## config.mk

```make
export PLATFORM = sky130hd
export DESIGN_NAME = hex_count_source
export DESIGN_NICKNAME = d
export VERILOG_FILES = /design/src/rtl/hex_count_pkg.sv /design/src/rtl/hex_count_source_key_debounce.sv /design/src/rtl/hex_count_source.sv
export SDC_FILE = /design/constraint.sdc
export NUM_CORES = 1
export LEC_CHECK = 0
export BUFFER_PORTS_ARGS = -buffer_cell sky130_fd_sc_hd__buf_2
export CORE_MARGIN = 2
export CORE_UTILIZATION = 54
export CTS_CLUSTER_SIZE = 20
export DETAILED_ROUTE_END_ITERATION = 8
export HOLD_SLACK_MARGIN = 0.06
export PLACE_DENSITY = 0.81
export SLEW_MARGIN = 5
export SYNTH_ARGS = -nofsm -noshare
export SYNTH_HDL_FRONTEND = slang
export SYNTH_SLANG_ARGS = --single-unit
```

## constraint.sdc

```tcl
create_clock -name CLOCK_50 -period 2.7 [get_ports CLOCK_50]
set_input_delay 0.54 -clock CLOCK_50 [delete_from_list [all_inputs] [get_ports CLOCK_50]]
set_output_delay 0.54 -clock CLOCK_50 [all_outputs]
set_load 0.02 [all_outputs]
```

## src/rtl/hex_count_pkg.sv

```systemverilog
// hex_count_pkg
//   Shared constants and helpers for the hex counter source feeding the
//   seven-segment stage: digit geometry, run/stop state encoding and the
//   single-step count arithmetic with wrap detection.
package hex_count_pkg;

  localparam int unsigned NUM_DIGITS = 4;
  localparam int unsigned DIGIT_W    = 4;
  localparam int unsigned COUNT_W    = NUM_DIGITS * DIGIT_W;

  localparam logic [0:0] ST_STOPPED = 1'b0;
  localparam logic [0:0] ST_RUNNING = 1'b1;

  typedef logic [COUNT_W-1:0] count_t;

  typedef struct packed {
    logic   wrap;
    count_t value;
  } step_result_t;

  // One count step in the requested direction; wrap flags the modular rollover.
  function automatic step_result_t count_step(input count_t cur, input logic up);
    step_result_t r;
    if (up) begin
      r.value = cur + count_t'(1);
      r.wrap  = (cur == '1);
    end else begin
      r.value = cur - count_t'(1);
      r.wrap  = (cur == '0);
    end
    return r;
  endfunction

endpackage

```

## src/rtl/hex_count_source_key_debounce.sv

```systemverilog
// key_debounce
//   Conditions one raw asynchronous push-button: two-flop synchroniser,
//   stability counter, and a one-cycle press pulse on an accepted 0->1
//   level change. Releases are debounced the same way but emit nothing.
// Ports:
//   clk      in  system clock, rising edge
//   reset    in  synchronous active-high reset; discards any partial press
//   key_raw  in  raw key level, active-high, asynchronous
//   press    out one-cycle pulse per accepted press
module key_debounce #(
  parameter int unsigned DEBOUNCE_CYCLES = 1000000
) (
  input  logic clk,
  input  logic reset,
  input  logic key_raw,
  output logic press
);

  localparam int unsigned CNT_W = (DEBOUNCE_CYCLES > 1) ? $clog2(DEBOUNCE_CYCLES) : 1;
  localparam logic [CNT_W-1:0] CNT_LAST = CNT_W'(DEBOUNCE_CYCLES - 1);

  logic             sync1_q, sync1_d;
  logic             sync2_q, sync2_d;
  logic             level_q, level_d;
  logic             press_q, press_d;
  logic [CNT_W-1:0] cnt_q, cnt_d;

  always_comb begin
    sync1_d = key_raw;
    sync2_d = sync1_q;
    level_d = level_q;
    cnt_d   = '0;
    press_d = 1'b0;
    // cnt_q counts differing cycles already seen; the cycle where it reaches
    // CNT_LAST is the DEBOUNCE_CYCLES-th consecutive one, so accept there.
    if (sync2_q != level_q) begin
      if (cnt_q == CNT_LAST) begin
        level_d = sync2_q;
        press_d = sync2_q;
      end else begin
        cnt_d = cnt_q + 1'b1;
      end
    end
  end

  always_ff @(posedge clk) begin
    if (reset) begin
      sync1_q <= 1'b0;
      sync2_q <= 1'b0;
      level_q <= 1'b0;
      press_q <= 1'b0;
      cnt_q   <= '0;
    end else begin
      sync1_q <= sync1_d;
      sync2_q <= sync2_d;
      level_q <= level_d;
      press_q <= press_d;
      cnt_q   <= cnt_d;
    end
  end

  assign press = press_q;

endmodule

```

## src/rtl/hex_count_source.sv

```systemverilog
// hex_count_source
//   16-bit up/down hex counter driving four seven-segment digit decoders.
//   A debounced run key toggles free-running (one count per TICK_DIV clocks)
//   versus stopped; a debounced step key advances one count while stopped;
//   load forces the count to load_value every cycle it is high.
// Ports:
//   CLOCK_50    in  system clock, rising edge
//   reset       in  synchronous active-high reset
//   run_key     in  raw run/stop toggle key, active-high
//   step_key    in  raw single-step key, active-high
//   up_down     in  1 = increment, 0 = decrement
//   load        in  level, forces count to load_value
//   load_value  in  parallel load value
//   digits      out count; nibble [4k+3:4k] drives HEX digit k
//   running     out 1 while running
//   wrap        out one-cycle pulse on FFFF->0000 or 0000->FFFF
module hex_count_source
  import hex_count_pkg::*;
#(
  parameter int unsigned TICK_DIV        = 50000000,
  parameter int unsigned DEBOUNCE_CYCLES = 1000000
) (
  input  logic               CLOCK_50,
  input  logic               reset,
  input  logic               run_key,
  input  logic               step_key,
  input  logic               up_down,
  input  logic               load,
  input  logic [COUNT_W-1:0] load_value,
  output logic [COUNT_W-1:0] digits,
  output logic               running,
  output logic               wrap
);

  localparam int unsigned PRE_W = $clog2(TICK_DIV);
  localparam logic [PRE_W-1:0] PRE_LAST = PRE_W'(TICK_DIV - 1);

  logic             run_press;
  logic             step_press;
  logic             tick;
  logic             count_evt;
  step_result_t     step;

  logic [0:0]       state_q, state_d;
  logic [PRE_W-1:0] presc_q, presc_d;
  count_t           count_q, count_d;
  logic             wrap_q, wrap_d;

  key_debounce #(.DEBOUNCE_CYCLES(DEBOUNCE_CYCLES)) u_run_db (
    .clk     (CLOCK_50),
    .reset   (reset),
    .key_raw (run_key),
    .press   (run_press)
  );

  key_debounce #(.DEBOUNCE_CYCLES(DEBOUNCE_CYCLES)) u_step_db (
    .clk     (CLOCK_50),
    .reset   (reset),
    .key_raw (step_key),
    .press   (step_press)
  );

  always_comb begin
    tick      = (state_q == ST_RUNNING) && (presc_q == PRE_LAST);
    state_d   = run_press ? ~state_q : state_q;

    // Any run press also zeroes the prescaler: leaving RUNNING parks it at 0,
    // and entering RUNNING already starts from 0 because STOPPED holds it there.
    if ((state_q != ST_RUNNING) || load || run_press || tick) begin
      presc_d = '0;
    end else begin
      presc_d = presc_q + 1'b1;
    end

    count_evt = (state_q == ST_RUNNING) ? tick : step_press;
    step      = count_step(count_q, up_down);

    count_d = count_q;
    wrap_d  = 1'b0;
    if (load) begin
      count_d = load_value;
    end else if (count_evt) begin
      count_d = step.value;
      wrap_d  = step.wrap;
    end
  end

  always_ff @(posedge CLOCK_50) begin
    if (reset) begin
      state_q <= ST_STOPPED;
      presc_q <= '0;
      count_q <= '0;
      wrap_q  <= 1'b0;
    end else begin
      state_q <= state_d;
      presc_q <= presc_d;
      count_q <= count_d;
      wrap_q  <= wrap_d;
    end
  end

  assign digits  = count_q;
  assign running = (state_q == ST_RUNNING);
  assign wrap    = wrap_q;

endmodule
```

==> qor.yml, run 1 <==
grt:
  grt_max_degree: 29
  antenna_found_initial: 0
  grt_use_total: 0.233
  grt-ovfl-total: 0
  grt_pass1_vias: 4079
  grt_pass1_wl_um: 18500
floorplanning:
  start_util: 0.547
  rows: 34
  dieArea_mm2: 0.00947
  die_h_um: 97.3
  io_pins: 40
  die_w_um: 97.3
  core_area_mm2: 0.00859
final_layout:
  antennaDiodeCount: 0
  finish.utilization: 0.641
  final_cell_count_no_fill: 750
  nets: 677
  layout-drive-gt1-share: 0.174
  area_delta_synth_final_pct: 17.2
synthesis:
  async_flop_share: 0
  syn_nets: 602
  synth-edff-count: 0
  ys_warn_count: 0
  synth_area_mm2: 0.00470
  yosys.cell_count.top_type: "nor2_1"
  synth_cells: 562
  synth_cell_types: 54
  syn_area_per_cell_um2: 8.37
  synth-main-ff-cell: "dfxtp_1"
  netlist_top_cells_area: "dfxtp_1, nor2_1, xor2_1"
  ys_seq_elements: 92
  synth_top_area_share: 0.392
  ys_seq_area_frac: 0.392
  synthTopCellsByCount: "nor2_1, dfxtp_1, nand2_1, xor2_1, nand3_1"
  synth_area_leader_cell: "dfxtp_1"
timing:
  slew_violations: 0
  fin_crit_sh: 0.959
  slew_headroom: 0.476
  tightest_slew_ns: 0.779
  fin_setup_tns_ns: 0
  min_period_ns: 2.59
  hold_ws_ns: 0.406
  skew_ns: 0.0145
  finalHoldViolations: 0
  clock.fmax_mhz: 386
  setup_viol: 0
clocking:
  cts_hold_buffers: 0
  clockBufferDepth: 2
  cts_root_buffer: "clkbuf_8"
  clock_latency_ns: 0.36
  cts_tree: "built"
  cts_buffers: 9
  clkTransAtPathRegs_ns: 0.10
  cts_htree_levels: 3
  clkSinkCount: 92
critical_path:
  r2r-end: "digits[15]"
  critPathMaxFanout: 7
  endpoint_kind: "flop"
  path_class: "in2reg"
  ff2ff_setup_slack_ns: 0.18
  worst-r2r-cell-count: 7
  r2r-start: "digits[1]"
  crit_required_ns: 2.98
  crit_arrival_ns: 2.86
  startpoint_type: "primary input"
job:
  cap_viol_max_count: 0
drt:
  drt-wirelength-per-cell_um: 14.6
  drc: 0
  drtIter0Drc: 250
  viasPerCell: 5.64
  vias: 4231
  first_pass_iters: 5
  wirelength_um: 10900
  ant_nets: 0
placement:
  gp_congestion: 0.878
  post-place-cells: 733
  portBuffers: 39
  place_hpwl_um: 7940
pwr:
  p_total_mw: 2.72
  leakagePower_nw: 2.04
  p_per_area_mw_per_mm2: 494
  irDropWorstVdd_mv: 0.303
min_path:
  worstHoldPathCells: 3
  hp-class: "in2reg"
  hp-start: "load_value[10]"
  min_to: "digits[10]"
outcome:
  outcome: "finished clean"
layer usage:
metal	track usage	part of all wire	wire, um
met1	0.296	0.43	4730
met3	0.0424	0.051	554
met2	0.409	0.50	5490
met4	0.0598	0.014	150
met5	0	0	0
logic make-up (layout without fill, tap and decap cells):
group | after synthesis | count (layout) | share of synthesized area
compound gates | 71 | 71 | 0.104
xor+xnor | 68 | 68 | 0.127
fa+ha+maj | 18 | 18 | 0.0495
buf+inv | 31 | 111 | 0.0287
flops | 92 | 92 | 0.392
mux | 7 | 7 | 0.0165
simple gates | 275 | 275 | 0.283
area by class of cell:
| class | instances | area [um2] |
|---|---|---|
| fillers | 727 | 3080 |
| clock buffers | 11 | 141 |
| repair buffers | 82 | 518 |
| well taps | 108 | 135 |
| clock inverters | 5 | 67.6 |
| multi-input cells | 439 | 2760 |
| inverters | 13 | 52.6 |
| flip-flops and latches | 92 | 1840 |
registers in the layout, indices dropped and copies added, names as in the netlist:
register,count
u_step_db.sync1_q,1
u_step_db.press,1
u_step_db.level_q,1
u_run_db.cnt_q,20
presc_q,26
u_step_db.cnt_q,20
u_run_db.sync2_q,1
u_step_db.sync2_q,1
wrap,1
u_run_db.press,1
running,1
u_run_db.sync1_q,1
digits,16
u_run_db.level_q,1
per-stage QoR:
stage	instance area, um2	worst slack, ns
global route	5510	-0.0123
CTS	5480	0.0882
finish	5510	0.112
floorplan	4710	-0.0926
global placement	5270	-0.138
detailed placement	5270	-0.219
cell usage in the layout (no fill, tap or decap), types with 4 or more instances in the layout:
| cell | instances |
|---|---|
| nand4_1 | 19 |
| or3_1 | 8 |
| and4_1 | 5 |
| a21o_1 | 4 |
| a311oi_1 | 4 |
| nor4b_1 | 5 |
| xor2_1 | 37 |
| buf_2 | 39 |
| nand2_1 | 48 |
| clkbuf_8 | 10 |
| o21ai_0 | 14 |
| buf_4 | 43 |
| nand3_1 | 32 |
| ha_1 | 16 |
| mux2i_1 | 4 |
| a211oi_1 | 4 |
| and3_1 | 6 |
| nor2_1 | 104 |
| inv_1 | 11 |
| a21oi_1 | 20 |
| dfxtp_1 | 92 |
| nor4_1 | 11 |
| nor3_1 | 13 |
| nor2b_1 | 12 |
| xnor2_1 | 31 |
worst max-delay path, stage by stage:
cell	delay (ns)
buf_2	0.11
clkinvlp_4	0.11
buf_4	0.18
ha_1	0.31
o21ai_0	0.10
a211oi_1	0.24
o21a_1	0.19
mux2_4	0.32
or4_1	0.49
a311oi_2	0.28
worst max path at each step:
stage | startpoint | to | slack [ns]
2_1_floorplan | up_down | digits[15] | -0.09
3_3_place_gp | up_down | digits[15] | -0.14
3_5_place_dp | up_down | digits[15] | -0.22
4_1_cts | up_down | digits[15] | 0.09
5_1_grt | up_down | digits[15] | -0.01
6_report | up_down | digits[15] | 0.11
report_power, final:
part | switching (mW) | internal (mW) | total [mW]
sequential | 0.0256 | 1.38 | 1.40
combinational | 0.185 | 0.163 | 0.349
clock | 0.507 | 0.467 | 0.975
total | 0.719 | 2.01 | 2.72
repair_timing:
item	CTS	global route
resized for setup	0	3
setup buffers	0	1
setup endpoints to repair	0	1
No activity file was read; power rests on OpenSTA's default activity.
==> run 2: changes to the inputs <==
--- a/config.mk
+++ b/config.mk
@@ -11,7 +11,7 @@
 export CTS_CLUSTER_SIZE = 20
 export DETAILED_ROUTE_END_ITERATION = 8
 export HOLD_SLACK_MARGIN = 0.06
-export PLACE_DENSITY = 0.81
+export PLACE_DENSITY = 0.76
 export SLEW_MARGIN = 5
 export SYNTH_ARGS = -nofsm -noshare
 export SYNTH_HDL_FRONTEND = slang
==> constraint.sdc (replaced) <==
create_clock -name CLOCK_50 -period 2.7 [get_ports CLOCK_50]
set_input_delay 0.54 -clock CLOCK_50 [delete_from_list [all_inputs] [get_ports CLOCK_50]]
set_output_delay 0.54 -clock CLOCK_50 [all_outputs]
set_load 0.005 [all_outputs]
==> run 2 against run 1 <==
Utilization fell by 0.16 points. Register-to-register slack got worse by 0.04 ns. Sequential power hardly changed. Wire length decreased by 2.9%. Critical path depth down 3. Worst hold slack got worse by 0.0038 ns.
==> qor.yml, run 2 (synthesized netlist as in run 1, its figures left out) <==
pwr:
  p_per_area_mw_per_mm2: 507  # +2.5%
  pwr-share-comb: 0.116  # -0.012
  leakagePower_nw: 2.04  # about the same
  swShare: 0.256  # -0.00790
  p_total_mw: 2.78  # +2.2%
  clkPwrFrac: 0.380  # +0.022
  internal_power_mw: 2.07  # +3.3%
  power_switching_mw: 0.713  # -0.84%
  irDropWorstVdd_mv: 0.308  # +1.6%
  seq_power_share: 0.503  # -0.011
floorplanning:
  start_util: 0.547  # unchanged
  die_h_um: 97.3  # unchanged
  core_area_mm2: 0.00859  # unchanged
  dieArea_mm2: 0.00947  # unchanged
  io_pins: 40  # unchanged
  rows: 34  # unchanged
  die_w_um: 97.3  # unchanged
final_layout:
  layout-drive-gt1-share: 0.167  # -0.00701
  layout_commonest_cell: "nor2_1"
  seq_area_mm2: 0.00184  # unchanged
  final_cell_count_no_fill: 747  # -0.40%
  multi_input_area_mm2: 0.00273  # -0.86%
  nets: 674  # -0.44%
  layout_common_cells: "nor2_1, dfxtp_1, nand2_1"
  nFillCells: 729  # +0.28%
  area_delta_synth_final_pct: 16.9
  antennaDiodeCount: 0  # unchanged
  largest_reg_flops: 26  # unchanged
  largestRegisters: "presc_q: 26 flops, u_run_db.cnt_q: 20 flops, u_step_db.cnt_q: 20 flops"
  regMostFlops: "presc_q"
drt:
  viasPerCell: 5.67  # +0.54%
  vias: 4237  # +0.14%
  wirelength_um: 10600  # -2.9%
  drtIter0Drc: 208  # -17%
  ant_nets: 0  # unchanged
  drc: 0  # unchanged
  drt-wirelength-per-cell_um: 14.2  # -2.5%
  first_pass_iters: 5  # unchanged
grt:
  grt-ovfl-total: 0  # unchanged
  grt_pass1_wl_um: 18100  # -2.1%
  antenna_found_initial: 0  # unchanged
  grt_use_total: 0.228  # -0.00513
  grt_max_degree: 29  # unchanged
  grt_pass1_vias: 3962  # -2.9%
timing:
  skew_ns: 0.0122  # -0.00236 ns
  setup_viol: 0  # unchanged
  tightest_slew_ns: 0.705  # -0.0748 ns
  slew_headroom: 0.526  # +0.0503
  fin_crit_sh: 0.948  # -0.0102
  timing.final.ws_setup_ns: 0.139  # +0.0274 ns
  min_period_ns: 2.56  # -0.0274 ns
  finalHoldViolations: 0  # unchanged
  slew_violations: 0  # unchanged
  rsz0062_at_grt: "false"
  clock.fmax_mhz: 391  # +1.1%
critical_path:
  ff2ff_setup_slack_ns: 0.14  # -0.04 ns
  crit_arrival_ns: 2.84  # -0.02 ns
  worst-r2r-cell-count: 7  # unchanged
  crit_required_ns: 2.98  # about the same
  r2r-end: "digits[15]"
  startpoint_type: "flop"
  path_class: "reg2reg"
  critPathMaxFanout: 6  # -1
  r2r-start: "digits[1]"
  endpoint_kind: "flop"
outcome:
  outcome: "finished clean"
placement:
  place_hpwl_um: 7670  # -3.4%
  preCtsSetupSlack_ns: -0.261  # -0.0426 ns
  gp_congestion: 0.922  # +4.9%
  post-place-cells: 731  # -0.27%
  portBuffers: 39  # unchanged
min_path:
  worstHoldPathCells: 2  # -1
  min_to: "u_run_db.sync1_q"
  hp-class: "in2reg"
  hp-start: "run_key"
clocking:
  cts_htree_levels: 3  # unchanged
  clkTransAtPathRegs_ns: 0.09  # about the same
  cts_setup_buffers: 0  # unchanged
  clock_latency_ns: 0.37  # about the same
  cts_tree: "built"
  cts_buffers: 9  # unchanged
  cts_root_buffer: "clkbuf_8"
  clockBufferDepth: 2  # unchanged
  clkSinkCount: 92  # unchanged
job:
  cap_viol_max_count: 0  # unchanged
## run 2: area by class of cell
type / count / area share
Multi-Input combinational cell: 439 / 0.497
Inverter: 13 / 0.00956
Timing Repair Buffer: 79 / 0.0924
Sequential cell: 92 / 0.335
Tap cell: 108 / 0.0246
Clock inverter: 7 / 0.0191
Clock buffer: 9 / 0.0225
## run 2: routing by layer
layer / routed length, um / vias to the layer above / track usage
met3: 441 / 18 / 0.0381
met5: 0 / - / 0
met1: 4790 / 2014 / 0.290
li1: - / 2113 / -
met4: 170 / 0 / 0.0748
met2: 5200 / 92 / 0.395
## run 2: per-stage QoR
stage,util,hold WS [ns],setup TNS [ns],instance area (um2)
5_1_grt,0.640,0.401,0,5500
2_1_floorplan,-,0.414,-0.0923,4710
3_5_place_dp,0.613,0.426,-0.537,5270
3_3_place_gp,0.613,0.426,-0.288,5270
4_1_cts,0.640,0.397,0,5500
6_report,0.640,0.402,0,5500
## run 2: power by group through the flow
stage | logic [mW] | clock network (mW) | registers (mW)
2_1_floorplan | 0.189 | 0 | 1.43
3_3_place_gp | 0.308 | 0 | 1.43
3_5_place_dp | 0.317 | 0 | 1.43
4_1_cts | 0.320 | 1.08 | 1.40
5_1_grt | 0.355 | 1.13 | 1.40
6_report | 0.324 | 1.06 | 1.40
## run 2: timing repair
item	in CTS	in global routing
gates resized for setup	0	1
setup endpoints to repair	0	1
hold buffers	0	0
## run 2: worst max-delay path: stages (launching register included)
cell and delay, ns:
dfxtp_1 0.47, ha_1 0.31, a211oi_2 0.32, o21bai_4 0.10, o21a_1 0.22, mux2_4 0.30, or4_1 0.47, a311oi_1 0.27
## run 2: worst max-delay path by stage
stage / slack [ns] / startpoint / cells after the start / end
2_1_floorplan: -0.09 / up_down / 8 / digits[15]
3_3_place_gp: -0.14 / up_down / 10 / digits[15]
3_5_place_dp: -0.26 / up_down / 9 / digits[15]
4_1_cts: 0.13 / up_down / 10 / digits[15]
5_1_grt: 0.03 / up_down / 10 / digits[15]
6_report: 0.14 / digits[1] / 7 / digits[15]
